$ cat src/rtl/shazam_pkg.sv
// Shared FSM encoding and default parameters for the ADC frame dispatcher.
package shazam_pkg;

   typedef enum logic [1:0] {
      IDLE   = 2'd0,
      SEEK   = 2'd1,
      STREAM = 2'd2
   } state_t;

   localparam int DEF_NUM_FFT       = 4;
   localparam int DEF_FRAME_LEN     = 1024;
   localparam int DEF_ADC_W         = 12;
   localparam int DEF_OUT_W         = 16;
   localparam int DEF_OFFSET_BINARY = 1;

endpackage

$ cat src/rtl/rr_free_picker.sv
// Rotating-priority search for the first non-busy engine starting at 'start'.
// Purely combinational; found=0 when every engine is busy.
module rr_free_picker
   import shazam_pkg::*;
#(
   parameter int N  = DEF_NUM_FFT,
   parameter int IW = $clog2(N)
) (
   input  logic [N-1:0]  busy,
   input  logic [IW-1:0] start,
   output logic          found,
   output logic [IW-1:0] idx
);

   logic [IW:0] pos;

   always_comb begin
      found = 1'b0;
      idx   = '0;
      pos   = '0;
      for (int k = 0; k < N; k++) begin
         pos = {1'b0, start} + (IW+1)'(k);
         if (pos >= (IW+1)'(N)) begin
            pos = pos - (IW+1)'(N);
         end
         if (!found && !busy[pos[IW-1:0]]) begin
            found = 1'b1;
            idx   = pos[IW-1:0];
         end
      end
   end

endmodule

$ cat src/rtl/adc_frame_dispatcher.sv
// Splits a continuous ADC sample stream into FRAME_LEN frames, round-robin over free FFT engines.
// Converted sample out one cycle after sample_valid; no backpressure, samples are dropped (and counted) when all engines are busy.
module adc_frame_dispatcher
   import shazam_pkg::*;
#(
   parameter int NUM_FFT       = DEF_NUM_FFT,
   parameter int FRAME_LEN     = DEF_FRAME_LEN,
   parameter int ADC_W         = DEF_ADC_W,
   parameter int OUT_W         = DEF_OUT_W,
   parameter int OFFSET_BINARY = DEF_OFFSET_BINARY
) (
   input  logic                       clk,
   input  logic                       reset,
   input  logic                       enable,
   input  logic                       sample_valid,
   input  logic [ADC_W-1:0]           sample_data,
   input  logic [NUM_FFT-1:0]         fft_done,
   output logic [NUM_FFT-1:0]         write_active,
   output logic                       out_valid,
   output logic [OUT_W-1:0]           out_real,
   output logic [$clog2(NUM_FFT)-1:0] out_sel,
   output logic                       frame_start,
   output logic                       frame_end,
   output logic [NUM_FFT-1:0]         fft_busy,
   output logic [15:0]                overrun_count
);

   localparam int SEL_W = $clog2(NUM_FFT);
   localparam int CNT_W = $clog2(FRAME_LEN);
   localparam logic [CNT_W-1:0] LAST_CNT = CNT_W'(FRAME_LEN - 1);
   localparam logic [SEL_W-1:0] LAST_ENG = SEL_W'(NUM_FFT - 1);

   if (OUT_W < ADC_W) begin : g_bad_out_w
      $error("adc_frame_dispatcher: OUT_W must be >= ADC_W");
   end
   if (NUM_FFT < 2 || NUM_FFT > 8) begin : g_bad_num_fft
      $error("adc_frame_dispatcher: NUM_FFT must be 2..8");
   end

   state_t             state, state_nxt;
   logic [SEL_W-1:0]   cur, last_eng, start_idx, pick_idx;
   logic               pick_found;
   logic [CNT_W-1:0]   cnt;
   logic               accept, last_sample, take, drop_busy;
   logic [NUM_FFT-1:0] set_mask;
   logic signed [ADC_W-1:0] conv;

   assign start_idx = (last_eng == LAST_ENG) ? '0 : last_eng + 1'b1;

   rr_free_picker #(.N(NUM_FFT), .IW(SEL_W)) u_picker (
      .busy  (fft_busy),
      .start (start_idx),
      .found (pick_found),
      .idx   (pick_idx)
   );

   // Offset-binary to two's complement is an MSB flip; the size cast then sign-extends.
   assign conv = (OFFSET_BINARY != 0) ? signed'({~sample_data[ADC_W-1], sample_data[ADC_W-2:0]})
                                      : signed'(sample_data);

   always_ff @(posedge clk) begin
      if (reset) state <= IDLE;
      else       state <= state_nxt;
   end

   always_comb begin
      state_nxt = state;
      case (state)
         IDLE:    if (enable) state_nxt = SEEK;
         SEEK:    if (!enable) state_nxt = IDLE;
                  else if (pick_found) state_nxt = STREAM;
         STREAM:  if (last_sample) state_nxt = SEEK;
         default: state_nxt = IDLE;
      endcase
   end

   always_comb begin
      write_active = '0;
      if (state == STREAM) write_active = NUM_FFT'(1) << cur;
      accept      = (state == STREAM) && sample_valid;
      last_sample = accept && (cnt == LAST_CNT);
      take        = (state == SEEK) && enable && pick_found;
      drop_busy   = (state == SEEK) && sample_valid && !pick_found;
      set_mask    = last_sample ? (NUM_FFT'(1) << cur) : '0;
   end

   always_ff @(posedge clk) begin
      if (reset) begin
         cur           <= '0;
         last_eng      <= LAST_ENG;
         cnt           <= '0;
         fft_busy      <= '0;
         overrun_count <= '0;
         out_valid     <= 1'b0;
         out_real      <= '0;
         out_sel       <= '0;
         frame_start   <= 1'b0;
         frame_end     <= 1'b0;
      end else begin
         out_valid   <= accept;
         frame_start <= accept && (cnt == '0);
         frame_end   <= last_sample;
         if (accept) begin
            out_real <= OUT_W'(conv);
            out_sel  <= cur;
         end
         if (take) begin
            cur <= pick_idx;
            cnt <= '0;
         end else if (accept) begin
            cnt <= cnt + 1'b1;
         end
         if (last_sample) last_eng <= cur;
         // A set on frame completion wins over a same-cycle done for that engine.
         fft_busy <= (fft_busy & ~fft_done) | set_mask;
         if (drop_busy && overrun_count != 16'hFFFF) begin
            overrun_count <= overrun_count + 16'd1;
         end
      end
   end

endmodule

$ cat config.mk
export PLATFORM = sky130hd
export DESIGN_NAME = adc_frame_dispatcher
export DESIGN_NICKNAME = d
export VERILOG_FILES = /design/src/rtl/shazam_pkg.sv /design/src/rtl/rr_free_picker.sv /design/src/rtl/adc_frame_dispatcher.sv
export SDC_FILE = /design/constraint.sdc
export NUM_CORES = 1
export LEC_CHECK = 0
export CAP_MARGIN = 25
export CORE_UTILIZATION = 45
export DETAILED_ROUTE_END_ITERATION = 6
export HOLD_SLACK_MARGIN = 0.08
export PLACE_DENSITY = 0.75
export SLEW_MARGIN = 20
export SYNTH_ARGS = -nofsm -noshare
export SYNTH_HDL_FRONTEND = slang
export SYNTH_SLANG_ARGS = --single-unit
$ cat constraint.sdc
create_clock -name clk -period 5 [get_ports clk]
set_input_delay 1 -clock clk [delete_from_list [all_inputs] [get_ports clk]]
set_output_delay 1 -clock clk [all_outputs]
set_load 0.05 [all_outputs]
* Word level (Yosys, flattened, before mapping) *
Cells that the tools add are included.

storage, ports and cells
  register bits after elaboration = 53
  bits of input ports = 20
  output and inout port bits = 45
  word-level logic and storage cells = 91

cells by class
  $add $sub $neg = 10
  order comparisons = 8
  eq/ne operators = 8
  shift-type cells = 1
  mux-type cells = 28
  bitwise operators = 4
  reduce and logical (&&, ||, !) cells = 21

operators with widths
  operator                                                                              number
  2-bit two-way mux                                                                     13
  16-bit by 1-bit adder with 16-bit output (second input constant)                      1
  16-bit != test (second input constant)                                                1
  2-bit by 3-bit less-than comparator with 1-bit output (second input constant)         4
  1-bit logical AND                                                                     11
  10-bit by 1-bit adder with 10-bit output (second input constant)                      1
  10-bit == test (second input constant)                                                1
  10-bit zero test                                                                      1
  3-bit greater-or-equal comparator (second input constant)                             3
  1-bit binary-select mux with 2-bit select                                             4
  1-bit two-way mux                                                                     8
  4-bit two-way mux                                                                     2
  2-bit by 1-bit subtractor with 2-bit output (second input constant)                   4
  2-bit by 2-bit adder with 3-bit output (second input constant)                        2
  1-bit zero test                                                                       6
  2-bit case mux with 3 select lines                                                    1
  4-bit AND                                                                             1
  2-bit == test (second input constant)                                                 2
  2-bit != test (second input constant)                                                 2
  4-bit NOT                                                                             1
  4-bit OR                                                                              1
  1-bit by 2-bit << shifter with 4-bit output (first input constant)                    1
  2-bit by 1-bit adder with 3-bit output (second input constant)                        1
  2-bit by 3-bit greater-or-equal comparator with 1-bit output (second input constant)  1
  7 further kinds                                                                       7

* Logic depth before layout (Yosys ltp) *
  depth after elaboration = 19
  depth in mapped cells = 6
  mapped depth without buffers = 5

* Hierarchy *
From an unflattened synthesis, not the netlist that was laid out.

second synthesis, totals
  cells, all modules = 287
  area, all modules = 2,437.3 um^2

modules (own cells, without submodules)
  module                times used  cells each  area each (um^2)  seq. area each (um^2)
  adc_frame_dispatcher  1           277         2,347.3           1,061.0
  rr_free_picker        1           10          90.1              0.0

* Least setup slack after synthesis *
Ideal clock, no wire load.

  path type = register to output
  start = register cur[1]
  end = output port write_active[2]
  arrival time = 1,751 ps
  data required time = 4,000 ps
  slack = 2,249 ps
  stages on the path, launching flop included = 3
  buffers on the path = 1
  cells stage by stage = dfxtp_1 > clkbuf_1 > nor3b_1

on the way
  longest elaborated chain between the ends = 2

ends and longest elaborated chain
  element                                      RTL line                     RTL
  from (decl)                                  adc_frame_dispatcher.sv:41   logic [SEL_W-1:0] cur, last_eng, start_idx, pick_idx;
  from (signal assigned)                       adc_frame_dispatcher.sv:108  cur <= pick_idx;
  1-bit by 2-bit << shifter with 4-bit output  adc_frame_dispatcher.sv:79   if (state == STREAM) write_active = NUM_FFT'(1) << cur;
  4-bit two-way mux                            adc_frame_dispatcher.sv:79
  to (decl)                                    adc_frame_dispatcher.sv:18   output logic [NUM_FFT-1:0] write_active,

No other way between the ends.

* Worst setup path after layout *
  start = register state[0]
  end = output port write_active[1]

on the way
  longest elaborated chain between the ends = 2

ends and longest elaborated chain
  element                 RTL line                    RTL
  from (decl)             adc_frame_dispatcher.sv:40  state_t state, state_nxt;
  from (signal assigned)  adc_frame_dispatcher.sv:63  else state <= state_nxt;
  2-bit == test           adc_frame_dispatcher.sv:79
  4-bit two-way mux       adc_frame_dispatcher.sv:79

No other way between the ends.

==> impl_summary.md <==
Die
The floorplan row count is 26. Once the floorplan was initialized, standard cells occupied a little under half of the core. The die height is 76.1 um. The count of pins on the block boundary is between 60 and 70. The area of the die is 0.00579 sq mm. The floorplan step defined a core boundary enclosing 0.00520 sq mm. From left edge to right edge, the die measures 76.1 um.

Min path
For hold timing, the worst endpoint is out_real[5]$_SDFFE_PP0P_. Along the worst hold path, the cell count comes to 2. The worst min-delay path startpoint is out_real[5]$_SDFFE_PP0P_. In this run the worst hold path is classified as flop to flop.

Worst setup path
Data on the critical path arrives at its endpoint at around 2000 ps. In this run the worst path has a maximum fanout of 8. The startpoint of the worst-slack reg-to-reg timing path is overrun_count[0]$_SDFFE_PP0P_.

The end of the worst register-to-register path is overrun_count[10]$_SDFFE_PP0P_. Traced cell by cell, the critical path runs through nand2b_1, nor3b_1, clkdlybuf4s50_1. The required time of the worst setup path is around 4000 ps. The worst reg-to-reg path cell count is 5.

The slowest stage of the critical path belongs to the cell clkdlybuf4s50_1. STA classifies the critical path endpoint as a primary output. The worst stage delay on the critical path is 840 ps.

The worst setup path is of the flop to primary output kind. The worst setup path is launched from a flop. Across all register-to-register paths, the minimum setup slack is 2910 ps.

Cells and area
The filler cells instantiated in the layout total 486. The post-route netlist has 6.18% of its cells at a drive strength greater than 1. The finished layout holds ~430 standard cells, fillers aside.

Once layout is complete, the utilization of the core stands at between 60 and 70%. The final net count is ~380. 0 antenna diodes ended up in the layout.

The growth of design area from synthesis to finish is 31.6%.

Clocking
The post-CTS setup buffer count is 0. The number of clock sinks is 53. The count of instances resized after the clock tree is built is 0. The count of hold-fix buffers inserted at cts is 0. TritonCTS built the clock tree. For the worst-skew pair, the clock arrives at the later sink with an insertion delay of ~310 ps. The clock passes through at most 2 buffers. The H-tree level count is 2.

Clock tree synthesis inserted a total of 5 buffers. The clock transition at the registers of the reported paths is 100 ps. The clock tree root driver cell is clkbuf_8.

Global route
The initial antenna violation count was 0. For this run the aggregate overflow at the end of global routing stands at 0. In the global route stage, overall resource usage came out at around 20%. Entering global routing, the biggest net connects 50 pins.

The wire length of the first global-routing pass is 9400 um. The via count of the first global-routing pass is 2138.

Yosys
The proportion of register bits with asynchronous set or reset after synthesis is 0%. The synthesized netlist devotes 12.7% of its cell area to compound gates. The register area share after synthesis is between 40 and 50%. After synthesis, the largest family of logic cells by area is simple AND/OR/NAND/NOR gates. In the synthesized netlist, the number of instances is 301. The post-synthesis sequential element count is between 50 and 60.

In this run, distinct cell masters in the synthesized netlist total between 40 and 50. The synthesized net count is approximately 330. The synthesized netlist devotes 2.02% of its cell area to adder and majority cells.

The multiplexer area fraction after synthesis is about 2.3%. The post-synthesis area per instance is 8.21 sq um. After Yosys synthesis, and, or, nand and nor cells account for 32.6% of the synthesized area. Yosys printed 0 warnings. In this run the cell area of the synthesized design comes to 0.00247 sq mm.

The number of synthesized flops with an enable pin is 0. In the synthesized netlist the dominant register cell turns out to be dfxtp_1. Summing the areas of all xor and xnor instances in the mapped netlist gives 2.83% of the synthesized area.

Pwr
For this design the static power due to leakage is about 1.0 nW. Net switching is 23.1% of the power. For this design the total switching power over the nets is 0.181 mW. Of the total power, combinational logic draws 6.8%. The part of the total power dissipated in the clock network is 38.4%. The internal power summed over all cells is 0.603 mW. The overall power consumption is 0.785 mW. Sequential cells account for 54.7% of the total power.

Dividing total power by cell area gives a power density of 241 mW/mm^2. IR analysis of the VDD net gives a maximum drop of ~0.14 mV.

Routing
The count of nets left with antenna violations once routing finished came out at 0. For this run, design rule violations remaining after detail routing come to 0. The number of vias per cell is 5.36. Wires add up to 5510 um.

After detailed routing, the average wire length per cell comes to 12.9 um. For this block, the initial DRC count from the detailed router was 137. The detailed-routing iteration count for the pre-antenna-repair pass is 4. The routed layout has around 2.3k vias.

STA
For the final database, setup skew stands at 6.50 ps. The worst pin sits at a relative slew slack of about 47%. The number of max-slew violations in the final report was 0. Setup repair after global routing left no endpoint under its margin. The accumulated negative setup slack is 0 ps. The number of hold violations in the final report is 0. The peak clock frequency supported by timing is 333 MHz. The final critical path takes up around three fifths of the cycle. Setup violations remaining at the end of the flow were counted as 0. The minimum clock period is 3000 ps. The transition time at the pin with the least slew margin is 783 ps. In the post-route analysis, the smallest setup slack over all paths is 2000 ps.

Placed design
Once placement completed, the tool counted placed cells totaling 418. The wire-length estimate of the detail-placed layout is 3770 um. The congestion estimate from routability-driven global placement came to 0.781. Buffers placed on the I/O ports in this run total 64. Before CTS, the worst setup slack after placement is between 2000 and 2500 ps.

Status
The flow ran to the end, and the final reports show no timing, DRC or antenna violations.

Flow run
Max-cap violations in this run came to 0.
## registers in the layout (all words and copies together), names as in the netlist
signal / count
fft_busy: 4
frame_start: 1
frame_end: 1
out_real: 12
cnt: 10
cur: 2
state: 2
last_eng: 2
overrun_count: 16
out_valid: 1
out_sel: 2
## cell usage after synthesis (2+ instances only)
library cell,number,area (sq um)
nor4b_1,2,17.5
nand2_1,38,143
nand2b_1,4,25.0
nand4b_1,3,26.3
nor4_1,9,56.3
o21ai_0,8,40.0
nand3_1,9,45.0
or2_2,2,12.5
dfxtp_1,53,1060
xnor2_1,7,61.3
a21oi_1,34,170
inv_1,8,30.0
o31ai_1,3,22.5
or3_1,7,43.8
mux2_2,5,56.3
and4_1,2,17.5
or4_1,7,52.6
nand3b_1,4,30.0
clkbuf_1,13,48.8
nand4_1,6,37.5
ha_1,4,50.1
nor3b_1,2,15.0
buf_4,4,30.0
nor2_1,27,101
nor2b_1,6,37.5
buf_1,2,7.51
nor3_1,12,60.1
and2b_1,2,15.0
## stage by stage
stage	hold WS (ps)	instance area [sq um]
floorplan	449	2470
detailed placement	450	3140
global route	473	3250
global placement	442	3130
finish	462	3250
CTS	464	3250
## layout make-up
cell class / count / area (sq um) / area share, %
sequential: 53 / 1060 / 32.6
clock buffer: 5 / 68.8 / 2.11
inverter: 8 / 30.0 / 0.923
clock inverter: 3 / 50.0 / 1.54
timing repair buffer: 66 / 656 / 20.1
tap: 70 / 87.6 / 2.69
multi-input combinational: 221 / 1300 / 40.0
## power groups by stage
stage / Combinational [mW] / Sequential, mW / Clock (mW)
after floorplan: 0.0241 / 0.444 / 0
after global placement: 0.0534 / 0.439 / 0
after detailed placement: 0.0537 / 0.439 / 0
after CTS: 0.0541 / 0.430 / 0.310
after global routing: 0.0584 / 0.431 / 0.325
final: 0.0537 / 0.430 / 0.301
## placed cells by master (no fill, tap or decap), drive strengths merged, types with 2 or more instances in the layout
| master | synthesis | routed |
|---|---|---|
| a21oi | 34 | 34 |
| and2b | 2 | 2 |
| and4 | 2 | 2 |
| buf | 6 | 2 |
| clkbuf | 13 | 5 |
| clkdlybuf4s50 | 0 | 64 |
| dfxtp | 53 | 53 |
| ha | 4 | 4 |
| inv | 8 | 9 |
| mux2 | 5 | 5 |
| nand2 | 38 | 38 |
| nand2b | 4 | 4 |
| nand3 | 9 | 9 |
| nand3b | 4 | 4 |
| nand4 | 7 | 7 |
| nand4b | 3 | 3 |
| nor2 | 27 | 27 |
| nor2b | 6 | 6 |
| nor3 | 12 | 12 |
| nor3b | 2 | 2 |
| nor4 | 9 | 9 |
| nor4b | 2 | 2 |
| o21ai | 8 | 8 |
| o31ai | 3 | 3 |
| or2 | 2 | 2 |
| or3 | 7 | 7 |
| or4 | 8 | 8 |
| xnor2 | 7 | 7 |
## metal layers
metal	vias up	track usage (%)	wire length (um)
met2	63	32.8	2500
met3	7	3.83	279
li1	1171	-	-
met5	-	0	0
met1	1042	25.4	2670
met4	0	6.92	65
## worst max path at each step
stage	slack [ps]	to	startpoint
floorplan	2250	write_active[2]	cur[1]$_SDFFE_PP0P_
global placement	2090	overrun_count[13]$_SDFFE_PP0P_	sample_valid
detailed placement	2030	cnt[9]$_SDFFE_PP0P_	sample_valid
CTS	1990	write_active[1]	state[0]$_SDFFE_PP0P_
global route	1890	write_active[1]	state[1]$_SDFFE_PP0P_
finish	2000	write_active[1]	state[0]$_SDFFE_PP0P_
## cell families after synthesis
family | Yosys count
adder cells (fa/ha/maj) | 4
XOR/XNOR | 8
AO/OA/AOI/OAI | 55
AND/OR/NAND/NOR | 149
flip-flops | 53
buffers and inverters | 27
multiplexers | 5
## critical path: cells and delay by family, from the launching register on
family	cells	cell delay, ps
AND/OR/NAND/NOR	2	470
flip-flops	1	390
buffers and inverters	1	840
Note: power is estimated with default switching activity, not from simulation.
